$ cat config.mk
export PLATFORM = sky130hd
export DESIGN_NAME = nth_fifo_wc
export DESIGN_NICKNAME = d
export VERILOG_FILES = /design/src/rtl/nth_fifo_pkg.sv /design/src/rtl/nth_fifo_wc_ram.sv /design/src/rtl/nth_fifo_wc.sv
export SDC_FILE = /design/constraint.sdc
export NUM_CORES = 1
export LEC_CHECK = 0
export BUFFER_PORTS_ARGS = -buffer_cell sky130_fd_sc_hd__buf_2
export CAP_MARGIN = 20
export CORE_ASPECT_RATIO = 0.8
export CORE_MARGIN = 2
export CORE_UTILIZATION = 39
export CTS_CLUSTER_DIAMETER = 30
export DETAILED_ROUTE_END_ITERATION = 7
export PLACE_DENSITY_LB_ADDON = 0.25
export SLEW_MARGIN = 20
export SYNTH_ARGS = -nofsm -noshare
export SYNTH_HDL_FRONTEND = slang
export SYNTH_SLANG_ARGS = --single-unit
export TNS_END_PERCENT = 5
$ cat constraint.sdc
create_clock -name clk -period 6.7 [get_ports clk]
set_input_delay 1.34 -clock clk [delete_from_list [all_inputs] [get_ports clk]]
set_output_delay 1.34 -clock clk [all_outputs]
set_load 0.03 [all_outputs]
$ cat src/rtl/nth_fifo_pkg.sv
// nth_fifo_pkg: shared mode encodings and helpers for nth_fifo_wc.
// Width ratio, conversion mode and saturating counter increment.
package nth_fifo_pkg;

    localparam logic [1:0] MODE_PASS   = 2'd0;
    localparam logic [1:0] MODE_PACK   = 2'd1;
    localparam logic [1:0] MODE_UNPACK = 2'd2;

    localparam int CNT_MAX_BITS = 64;

    function automatic int calc_ratio(input int in_w, input int out_w);
        return (in_w > out_w) ? (in_w / out_w) : (out_w / in_w);
    endfunction

    function automatic logic [1:0] calc_mode(input int in_w, input int out_w);
        if (out_w > in_w) return MODE_PACK;
        if (in_w > out_w) return MODE_UNPACK;
        return MODE_PASS;
    endfunction

    function automatic logic [CNT_MAX_BITS-1:0] sat_inc(
        input logic [CNT_MAX_BITS-1:0] v,
        input logic [CNT_MAX_BITS-1:0] max
    );
        return (v == max) ? v : v + 64'd1;
    endfunction

endpackage

$ cat src/rtl/nth_fifo_wc_ram.sv
// nth_fifo_wc_ram: SW x 2^ASIZE distributed storage with pointer logic.
// Pointers carry one extra wrap bit to tell full from empty.
module nth_fifo_wc_ram
    import nth_fifo_pkg::*;
#(
    parameter int SW    = 32,
    parameter int ASIZE = 5
) (
    input  logic          clk,
    input  logic          reset,
    input  logic          i_wr_en,
    input  logic [SW-1:0] i_wr_data,
    input  logic          i_rd_en,
    output logic [SW-1:0] o_rd_data,
    output logic          o_full,
    output logic          o_empty
);

    localparam int DEPTH = 1 << ASIZE;

    logic [SW-1:0]  r_mem [DEPTH];
    logic [ASIZE:0] r_wptr;
    logic [ASIZE:0] r_rptr;
    logic           w_wr;
    logic           w_rd;

    assign o_empty = (r_wptr == r_rptr);
    assign o_full  = (r_wptr[ASIZE] != r_rptr[ASIZE]) &&
                     (r_wptr[ASIZE-1:0] == r_rptr[ASIZE-1:0]);

    assign w_wr = i_wr_en & ~o_full;
    assign w_rd = i_rd_en & ~o_empty;

    assign o_rd_data = r_mem[r_rptr[ASIZE-1:0]];

    always_ff @(posedge clk) begin
        if (w_wr) begin
            r_mem[r_wptr[ASIZE-1:0]] <= i_wr_data;
        end
    end

    always_ff @(posedge clk) begin
        if (reset) begin
            r_wptr <= '0;
            r_rptr <= '0;
        end else begin
            if (w_wr) r_wptr <= r_wptr + (ASIZE+1)'(1);
            if (w_rd) r_rptr <= r_rptr + (ASIZE+1)'(1);
        end
    end

endmodule

$ cat src/rtl/nth_fifo_wc.sv
// nth_fifo_wc: instrumented elastic FIFO with integer-ratio width conversion.
// Define NTH_FIFO_WC_FLUSH_EN to add a flush input that clears data state.
module nth_fifo_wc
    import nth_fifo_pkg::*;
#(
    parameter int PAYLOAD_BITS = 32,
    parameter int IN_WIDTH     = 32,
    parameter int OUT_WIDTH    = 32,
    parameter int ASIZE        = 5,
    parameter int INPUT_PORT   = 0
) (
    input  logic                    clk,
    input  logic                    reset,
    input  logic [IN_WIDTH-1:0]     d_a,
    input  logic                    vld_a,
    output logic                    rdy_a,
    output logic [OUT_WIDTH-1:0]    d_b,
    output logic                    vld_b,
    input  logic                    rdy_b,
`ifdef NTH_FIFO_WC_FLUSH_EN
    input  logic                    flush,
`endif
    input  logic                    is_done_mode_user,
    output logic [PAYLOAD_BITS-1:0] full_cnt,
    output logic [PAYLOAD_BITS-1:0] empty_cnt,
    output logic [PAYLOAD_BITS-1:0] read_cnt,
    output logic [PAYLOAD_BITS-1:0] write_cnt,
    output logic                    stall_condition
);

    localparam int SW    = (IN_WIDTH > OUT_WIDTH) ? IN_WIDTH : OUT_WIDTH;
    localparam int R     = calc_ratio(IN_WIDTH, OUT_WIDTH);
    localparam logic [1:0] MODE = calc_mode(IN_WIDTH, OUT_WIDTH);
    localparam int R_IN  = (MODE == MODE_PACK) ? R : 1;
    localparam int R_OUT = (MODE == MODE_UNPACK) ? R : 1;
    localparam int IDXW  = (R > 1) ? $clog2(R) : 1;
    localparam logic [CNT_MAX_BITS-1:0] CNT_MAX =
        CNT_MAX_BITS'({PAYLOAD_BITS{1'b1}});

    if (((IN_WIDTH % OUT_WIDTH) != 0) && ((OUT_WIDTH % IN_WIDTH) != 0)) begin : g_bad_ratio
        $error("nth_fifo_wc: IN_WIDTH and OUT_WIDTH must be integer multiples");
    end
    if (PAYLOAD_BITS > CNT_MAX_BITS) begin : g_bad_cnt
        $error("nth_fifo_wc: PAYLOAD_BITS too wide");
    end

    logic            w_clr;
    logic            w_full;
    logic            w_empty;
    logic            w_in_hs;
    logic            w_in_last;
    logic            w_wr_en;
    logic            w_out_hs;
    logic            w_out_last;
    logic            w_pop;
    logic [SW-1:0]   w_pack_word;
    logic [SW-1:0]   w_rd_word;
    logic [SW-1:0]   r_acc;
    logic [SW-1:0]   r_dout;
    logic [IDXW-1:0] r_pidx;
    logic [IDXW-1:0] r_oidx;
    logic            r_vld;

`ifdef NTH_FIFO_WC_FLUSH_EN
    assign w_clr = reset | flush;
    assign rdy_a = ~w_full & ~flush;
`else
    assign w_clr = reset;
    assign rdy_a = ~w_full;
`endif

    // Pack side: the last beat is merged combinationally into the stored word.
    assign w_in_hs   = vld_a & rdy_a;
    assign w_in_last = (r_pidx == IDXW'(R_IN - 1));
    assign w_wr_en   = w_in_hs & w_in_last;

    always_comb begin
        w_pack_word = r_acc;
        w_pack_word[32'(r_pidx) * IN_WIDTH +: IN_WIDTH] = d_a;
    end

    always_ff @(posedge clk) begin
        if (w_clr) begin
            r_acc  <= '0;
            r_pidx <= '0;
        end else if (w_in_hs) begin
            r_acc  <= w_pack_word;
            r_pidx <= w_in_last ? '0 : r_pidx + IDXW'(1);
        end
    end

    nth_fifo_wc_ram #(
        .SW    (SW),
        .ASIZE (ASIZE)
    ) u_ram (
        .clk       (clk),
        .reset     (w_clr),
        .i_wr_en   (w_wr_en),
        .i_wr_data (w_pack_word),
        .i_rd_en   (w_pop),
        .o_rd_data (w_rd_word),
        .o_full    (w_full),
        .o_empty   (w_empty)
    );

    assign w_out_hs   = r_vld & rdy_b;
    assign w_out_last = (r_oidx == IDXW'(R_OUT - 1));
    assign w_pop      = ~w_empty & (~r_vld | (w_out_hs & w_out_last));

    always_ff @(posedge clk) begin
        if (w_clr) begin
            r_vld  <= 1'b0;
            r_oidx <= '0;
        end else if (w_pop) begin
            r_vld  <= 1'b1;
            r_dout <= w_rd_word;
            r_oidx <= '0;
        end else if (w_out_hs) begin
            if (w_out_last) r_vld <= 1'b0;
            else            r_oidx <= r_oidx + IDXW'(1);
        end
    end

    assign vld_b = r_vld;
    assign d_b   = r_dout[32'(r_oidx) * OUT_WIDTH +: OUT_WIDTH];

    function automatic logic [PAYLOAD_BITS-1:0] bump(
        input logic [PAYLOAD_BITS-1:0] v
    );
        return PAYLOAD_BITS'(sat_inc(CNT_MAX_BITS'(v), CNT_MAX));
    endfunction

    // Counters keep their value across flush; only reset clears them.
    always_ff @(posedge clk) begin
        if (reset) begin
            full_cnt  <= '0;
            empty_cnt <= '0;
            read_cnt  <= '0;
            write_cnt <= '0;
        end else if (!is_done_mode_user) begin
            if (w_full)   full_cnt  <= bump(full_cnt);
            if (w_empty)  empty_cnt <= bump(empty_cnt);
            if (w_out_hs) read_cnt  <= bump(read_cnt);
            if (w_in_hs)  write_cnt <= bump(write_cnt);
        end
    end

    if (INPUT_PORT != 0) begin : g_stall_in
        assign stall_condition = ~is_done_mode_user & rdy_b & ~r_vld;
    end else begin : g_stall_out
        assign stall_condition = ~is_done_mode_user & vld_a & w_full;
    end

endmodule
# == Word level (Yosys, flattened, before mapping) ==
# Memory sizes are Yosys's and may differ from the RTL's. A register that Yosys moved wholly into a read port is not among the register bits.
# Index checks and enable logic that the tools add are counted.
# word_totals
output_inout_bits,163
ramBits,1024
latchBits,0
mem_bits_ro,0
n_memories,1
word_cells,69
input_bits,37
register_bits,175
# op_classes
n_addsub,9
bitwise,21
n_eq_ne,8
mux,8
n_reduce_logical,9
n_div,0
n_lt_le_gt_ge,0
multipliers,0
shifts,3
# mem_list
name,depth,word_bits,read_ports,rd_clocked_by_memory_dff,wr,line_no,source
u_ram.r_mem,32,32,1,1,1,nth_fifo_wc_ram.sv:21,logic [SW-1:0] r_mem [DEPTH];
# op_table
op,n
32-bit by 1-bit adder with 32-bit output (second input constant),4
32-bit == test (second input constant),4
6-bit negator with 34-bit output,1
32-bit by 34-bit variable shift with 32-bit output (first input constant),1
32-bit by 34-bit variable part select with 32-bit output,1
32-bit bitwise mux,1
32-bit by 7-bit variable part select with 32-bit output,1
6-bit by 1-bit adder with 6-bit output (second input constant),2
3-bit AND reduction,4
1-bit inverter,11
1-bit bitwise AND,9
1-bit two-way mux,7
6-bit == test,1
5-bit == test,1
2-bit AND reduction,2
1-bit adder (second input constant),2
2-bit by 1-bit inequality test with 1-bit output (second input constant),1
2-bit nonzero test,1
2-bit OR reduction,1
1-bit logical AND,1
1-bit inequality test,1
1-bit bitwise OR,1

# == Depth between registers and ports, before layout ==
# Gate-level depths: netlist (run 1).
# logic_depth
depth_word,8
ltp_mapped,9
mapped_depth_nobuf,6

# == Hierarchy ==
# Synthesis (run 1) repeated with hierarchy kept, for this count alone.
# hier_totals
cells_unflattened,3168
area_unflattened_um2,48218.7
# modules_own_cells
mod,cells_per_inst,seq_area_each_um2,area_per_inst_um2,instances
nth_fifo_wc_ram,2311,31089.8,40533.9,1
nth_fifo_wc,857,3543.4,7684.9,1

# == Least setup slack after synthesis (run 1) ==
# Ideal clock, no wire load.
# synth_timing
kind,input -> register
startpoint,in reset
endpoint,"reg r_dout[0] (read register of u_ram.r_mem), enable pin"
path_stages,5
n_path_buf,4
setup_time_ps,421
path_slack_ps,2835
required_time_ps,6279
arrival_time_ps,3444
path_cell_list,clkbuf_1 -> clkbuf_1 -> clkbuf_8 -> clkbuf_1 -> nor2_1
# synth_via
elab_chain_len,2
# synth_lines
element,line_no,source
start: declaration,nth_fifo_wc.sv:13,"input logic reset,"
1-bit inverter (no line),-,
2-bit AND reduction (no line),-,
end: declaration,nth_fifo_wc.sv:59,logic [SW-1:0] r_dout;
# Every way passes these cells.
# A chain may end at the register's enable or synchronous reset.

# == Worst setup path after layout (run 1) ==
# layout_timing
startpoint,reg u_ram.r_rptr[1]
endpoint,out rdy_a
# layout_via
elab_chain_len,3
# layout_lines
element,line_no,source
start: declaration,nth_fifo_wc_ram.sv:23,logic [ASIZE:0] r_rptr;
start signal: assignment,nth_fifo_wc_ram.sv:48,if (w_rd) r_rptr <= r_rptr + (ASIZE+1)'(1);
5-bit == test,nth_fifo_wc_ram.sv:29,(r_wptr[ASIZE-1:0] == r_rptr[ASIZE-1:0]);
1-bit logical AND,nth_fifo_wc_ram.sv:28,assign o_full = (r_wptr[ASIZE] != r_rptr[ASIZE]) &&
1-bit inverter,nth_fifo_wc.sv:69,assign rdy_a = ~w_full;
end: declaration,nth_fifo_wc.sv:16,"output logic rdy_a,"
# Every way passes these cells.

==> metrics.md, run 1 <==
| Metric | Value |
|---|---|
| Distinct cells, synth | 65 |
| Nets@finish | 2947 |
| Status | finished, final reports clean |
| Post-synth top flop | edfxtp_1 |
| Post-CTS setup buffer count | 0 |
| Largest net degree at the start of global routing | 121 |
| Wire per inst | 25.94 um |
| Final Cycle Share | 0.6953 |
| Via/cell ratio | 5.695 |
| Share of cells above drive strength 1 | 0.3067 |
| Measured slew at the worst slew-check pin | 1.096 ns |
| DRT iter0 DRCs | 2580 |
| Sink Count | 1197 |
| First-pass GRT wire length | 180800 um |
| IO Pins | 200 |
| Setup TNS | 0 ns |
| Leading cell type in the layout, fill and taps excluded | edfxtp_1 |
| Final Hold Violating Endpoints | 0 |
| Most frequent cells in the layout | 1056 x edfxtp_1, 256 x mux4_2, 211 x clkbuf_16 |
| Final Max Tran Viols | 0 |
| CTS buffer count | 210 |
| Slowest stage delay, CP | 0.88 ns |
| TritonCTS clock tree | built |
| Final setup viols | 0 |
| Worst Path Required | 5.36 ns |
| Reg-to-reg slack, setup | 2.20 ns |
| Die H | 316.5 um |
| I/O Buffers | 199 |
| Post-Syn Nets | 2629 |
| Setup Crit Path Kind | register to primary output |
| Vias in the first global route | 27093 |
| Chip width | 394.6 um |
| Worst Skew | 0.04371 ns |
| Hold Path Sink | read_cnt[11] |
| Cts repair resizes | 0 |
| Complex-gate fraction of the synthesized area | 0.04306 |
| Initial antenna violation count | 4 |
| Setup repair after global routing missed its margin | no |
| Worst hold slack | 0.4942 ns |
| Mapped Cells | 2583 |
| Core area | 0.1210 mm2 |
| Max cap viols | 0 |
| Final worst path period need | 4.659 ns |
| Fmax | 214.7 MHz |
| Rows | 114 |
| CTS H-tree lvls | 4 |
| Post-CTS Hold Buffers | 0 |
| Crit path buffers/inverters | 2 |
| Synth Cell Area | 0.04759 mm2 |
| R2R cell count | 7 |
| Startpoint types | register |
| CTS max path bufs | 3 |
| Non-Filler Instances | 4706 |
| Crit path max-delay cell type | dfxtp_4 |
| Crit path cell chain | xnor2_1 -> nand3_1 -> nor2_1 -> inv_1 -> buf_2 |
| RR Endpoint | u_ram.r_mem[14][3] |
| Pre-CTS setup slack | 2.142 ns |
| Hold Path Stages | 2 |
| Synth Area in Simple Gates | 0.05781 |
| DR vias | 26803 |
| Max-slew headroom | 0.2673 |
| Async SR Flop Fraction | 0 |
| Leakage Power | 0.01823 uW |
| Hpwl dp | 70550 um |
| Worst-path clk slew | 0.05 ns |
| Sequential share of the synthesized area | 0.7256 |
| Antenna Violating Nets Remaining | 0 |
| Mux cell area share after synthesis | 0.1529 |
| Initial Util | 0.3935 |
| Crit. End Element | primary output |
| Clk Latency, worst-skew pair | 0.80 ns |
| Clk root buf | clkbuf_16 |
| Final Power | 21830 uW |
| YS warnings | 0 |
| Drc violations | 0 |
| Critical path's top delay family | simple AND/OR/NAND/NOR gates |
| Synth Area in Adders | 0.002366 |
| Remaining global-route overflow | 0 |
| HP Start | read_cnt[11] |
| Area delta synth->final | 21.74% |
| GRT Util Overall | 0.1945 |
| Final GP Congestion | 0.8411 |
| Die area | 0.1249 mm2 |
| WL final | 122100 um |
| FF-to-FF Start | u_ram.r_rptr[0] |
| Final critical-path setup slack | 2.041 ns |
| Largest family of logic cells by synthesized area | multiplexers |
| Synth Area in XOR/XNOR | 0.003102 |
| #FFs+latches synth | 1197 |
| Post-synth EDFFs | 1056 |
| Post-Place Cells | 4311 |
| HP Class | register to register |
| Power per cell area | 376.7 mW/mm2 |
| Worst Path Arrival | 3.32 ns |
| VDD IR max | 0.0002503 V |
| DRT Pass-1 Iters | 6 |
| Synthesized area per cell | 18.43 um2 |
| Crit path max fanout | 42 |
-- per-stage QoR --
step,utilization,cell area [um2]
6_report,0.4790,57940
5_1_grt,0.4790,57940
4_1_cts,0.4787,57900
3_5_place_dp,0.4195,50740
3_3_place_gp,0.4191,50700
2_1_floorplan,-,47590
-- layout make-up --
type,instances,area (um2)
Antenna cell,1,2.502
Clock buffer,229,5378
Clock inverter,163,1782
Fill cell,10041,63020
Inverter,21,78.83
Multi-Input combinational cell,1217,12640
Sequential cell,1197,34540
Tap cell,1624,2032
Timing Repair Buffer,254,1486
-- metal layers --
| layer | global-route usage | up-vias | part of all wire |
|---|---|---|---|
| li1 | - | 11511 | - |
| met1 | 0.2712 | 14095 | 0.44 |
| met2 | 0.3119 | 988 | 0.48 |
| met3 | 0.03279 | 209 | 0.059 |
| met4 | 0.06593 | 0 | 0.024 |
| met5 | 0 | - | 0 |
-- where the power goes --
part / switching (uW) / internal, uW / total [uW]
Clock: 3820 / 6780 / 10600
Sequential: 151 / 8280 / 8430
Combinational: 1550 / 1250 / 2800
Total: 5520 / 16300 / 21800
-- cells in the mapped netlist (41+ instances only) --
cell type,instances,area [um2]
a21oi_1,102,510.5
buf_2,43,215.2
clkbuf_1,88,330.3
dfxtp_1,141,2823
edfxtp_1,1056,31710
mux2i_1,132,1321
mux4_2,256,5766
nand2_1,50,187.7
nand3_1,68,340.3
nand4_1,51,319.1
nor2_1,91,341.6
o21ai_0,46,230.2
o31ai_1,58,435.4
or3_1,41,256.5
or4_1,63,473.0
-- sequential cells by signal, summed over array words and instances, names as in the netlist --
name          cells
write_cnt        32
u_ram.r_mem    1024
r_dout           32
full_cnt         32
vld_b             1
u_ram.r_wptr      6
empty_cnt        32
read_cnt         32
u_ram.r_rptr      6
-- cell families after synthesis --
group	count (synthesis)
muxes	405
xor gates and xnor gates	16
AOI/OAI and AO/OA	308
and+or+nand+nor	479
DFF	1197
buffers and inverters	169
adders and majority gates	9
-- worst max-delay path by stage --
stage	from	end	slack [ns]	cells past startpoint
2_1_floorplan	reset	r_dout[0]	2.83	5
3_3_place_gp	u_ram.r_rptr[0]	u_ram.r_mem[13][7]	2.23	7
3_5_place_dp	u_ram.r_rptr[0]	u_ram.r_mem[13][8]	2.14	7
4_1_cts	u_ram.r_rptr[0]	rdy_a	1.93	5
5_1_grt	u_ram.r_rptr[0]	rdy_a	1.77	5
6_report	u_ram.r_rptr[1]	rdy_a	2.04	5
-- worst min-delay path: stages, from the launching register on --
cell     delay (ns)
dfxtp_1        0.32
o31ai_1        0.07
a21oi_1        0.06
(Power assumes the default switching activity.)
==> run 2, diff against run 1 <==
clock period = 3.8 ns   (was 6.7 ns; I/O delays follow)
==> run 2 against run 1 <==
  * The run now ends with antenna violations left
  * Worst setup slack got worse by 1.8 ns
  * Total power up 73%
  * Critical path depth is the same
  * Largest cell class unchanged
  * Largest power group unchanged
==> metrics.md, run 2 (same netlist as run 1, synthesis figures left out) <==
| Metric | Value |
|---|---|
| Post-CTS Hold Buffers | 0 (unchanged) |
| Chip width | 394.6 um (unchanged) |
| Rows | 114 (unchanged) |
| I/O Buffers | 199 (unchanged) |
| Max FFs per register | 1024 (unchanged) |
| Final Max Tran Viols | 0 (unchanged) |
| DR vias | 26726 (-0.29%) |
| Setup Crit Path Kind | register to primary output |
| VDD IR max | 0.0004831 V (+93%) |
| Final Hold Violating Endpoints | 0 (unchanged) |
| TritonCTS clock tree | built |
| Leakage Power | 0.01825 uW (about the same) |
| Area delta synth->final | 21.84% (about the same) |
| IO Pins | 200 (unchanged) |
| Antenna Violating Nets Remaining | 1 (+1) |
| CTS buffer count | 199 (-5.2%) |
| Clk Latency, worst-skew pair | 0.80 ns (about the same) |
| Max-slew headroom | 0.2986 (+0.03135) |
| Remaining global-route overflow | 0 (unchanged) |
| Worst Path Arrival | 2.76 ns (-0.56 ns) |
| Crit path max fanout | 10 (-76%) |
| Die area | 0.1249 mm2 (unchanged) |
| Worst Path Required | 3.04 ns (-2.32 ns) |
| Sink Count | 1197 (unchanged) |
| HP Class | primary input to register |
| Post-CTS setup buffer count | 0 (unchanged) |
| First-pass GRT wire length | 177600 um (-1.7%) |
| Initial antenna violation count | 2 (-2) |
| CTS H-tree lvls | 4 (unchanged) |
| Nets@finish | 2964 (+0.58%) |
| Fmax | 283.8 MHz |
| Drc violations | 0 (unchanged) |
| Wire per inst | 25.44 um (-1.9%) |
| Vias in the first global route | 27136 (+0.16%) |
| Failing checks | antenna violations |
| Initial Util | 0.3935 (unchanged) |
| Share of cells above drive strength 1 | 0.3114 (+0.004688) |
| Crit. End Element | primary output |
| Final Cycle Share | 0.9272 |
| Fin area | 0.05799 mm2 (about the same) |
| Worst-path clk slew | 0.05 ns (about the same) |
| Final setup viols | 0 (unchanged) |
| Setup repair after global routing missed its margin | no |
| Status | complete, but fails checks |
| Via/cell ratio | 5.668 (-0.48%) |
| Setup TNS | 0 ns (unchanged) |
| Startpoint types | register |
| Cts repair resizes | 0 (unchanged) |
| CTS max path bufs | 3 (unchanged) |
| WL final | 120000 um (-1.7%) |
| Power per cell area | 652.4 mW/mm2 (+73%) |
| Leading cell type in the layout, fill and taps excluded | edfxtp_1 |
| Core area | 0.1210 mm2 (unchanged) |
| GRT Util Overall | 0.1916 (-0.002862) |
| Die H | 316.5 um (unchanged) |
| Clk root buf | clkbuf_16 |
| Final GP Congestion | 0.8141 (-3.2%) |
| Worst Skew | 0.04154 ns (-0.002172 ns) |
| Max cap viols | 0 (unchanged) |
| DRT Pass-1 Iters | 6 (unchanged) |
| Largest net degree at the start of global routing | 140 (+16%) |
| DP Area | 0.05112 mm2 (+0.74%) |
| Final worst path period need | 3.523 ns |
| Most frequent cells in the layout | 1056 x edfxtp_1, 256 x mux4_2, 200 x clkbuf_16 |
| Hpwl dp | 70730 um (+0.25%) |
| DRT iter0 DRCs | 2587 (+0.27%) |
| Measured slew at the worst slew-check pin | 1.050 ns (-0.04665 ns) |
[run 2: changes by cell type in the layout (fill, tap and decap cells not counted), moves of 4 or more]
cell       before  now
clkinv_2       34   14
clkinv_1       23   10
bufinv_16      24   19
inv_8           4   20
buf_4          49   66
buf_12          6   18
diode_2         1    5
clkinv_4       12   20
clkbuf_16     211  200
[run 2: worst paths after layout]
path / start / endpoint / slack [ns] / cells past startpoint
hold reg to reg: read_cnt[23] / read_cnt[23] / 0.49 / 2
setup / recovery: u_ram.r_wptr[3] / rdy_a / 0.28 / 5
hold / removal: reset / u_ram.r_rptr[1] / 0.31 / 2
setup reg to reg: u_ram.r_wptr[3] / u_ram.r_mem[3][12] / 0.56 / 5
[run 2: report_power, final]
| part | total (uW) | internal (uW) | switching [uW] |
|---|---|---|---|
| Clock | 18000 | 11200 | 6720 |
| Sequential | 14700 | 14600 | 121 |
| Combinational | 5160 | 2260 | 2900 |
[run 2: worst max-delay path, stage by stage, from the launching register on]
cell	delay (ns)
dfxtp_1	0.54
xor2_2	0.20
or3_1	0.55
nor2_1	0.30
inv_1	0.16
buf_2	0.22
[run 2: per-stage QoR]
| step | instances | power [uW] | util | hold slack [ns] | setup slack [ns] |
|---|---|---|---|---|---|
| 6_report | 4715 | 37830 | 0.4794 | 0.3150 | 0.2766 |
| 3_5_place_dp | 4340 | 20230 | 0.4226 | 0.4917 | 0.6070 |
| 2_1_floorplan | 2583 | 18530 | - | 0.4879 | 0.1924 |
| 5_1_grt | 4710 | 39140 | 0.4793 | 0.2907 | 0.1008 |
| 3_3_place_gp | 4340 | 20190 | 0.4226 | 0.4768 | 0.6680 |
| 4_1_cts | 4709 | 38290 | 0.4792 | 0.2546 | 0.2572 |
[run 2: metal layers]
| layer | routed length (um) | vias up | track usage |
|---|---|---|---|
| met5 | 7 | - | 0 |
| met3 | 7143 | 170 | 0.03541 |
| met4 | 2972 | 2 | 0.06740 |
| li1 | - | 11566 | - |
| met2 | 57720 | 955 | 0.3081 |
| met1 | 52110 | 14033 | 0.2634 |
[run 2: cell type report]
class | count | area, um2
fillers | 10041 | 62970
flip-flops and latches | 1197 | 34540
multi-input cells | 1217 | 12630
clock buffers | 220 | 5120
well taps | 1624 | 2032
repair buffers | 282 | 1847
clock inverters | 149 | 1725
inverters | 21 | 78.83
diodes | 5 | 12.51
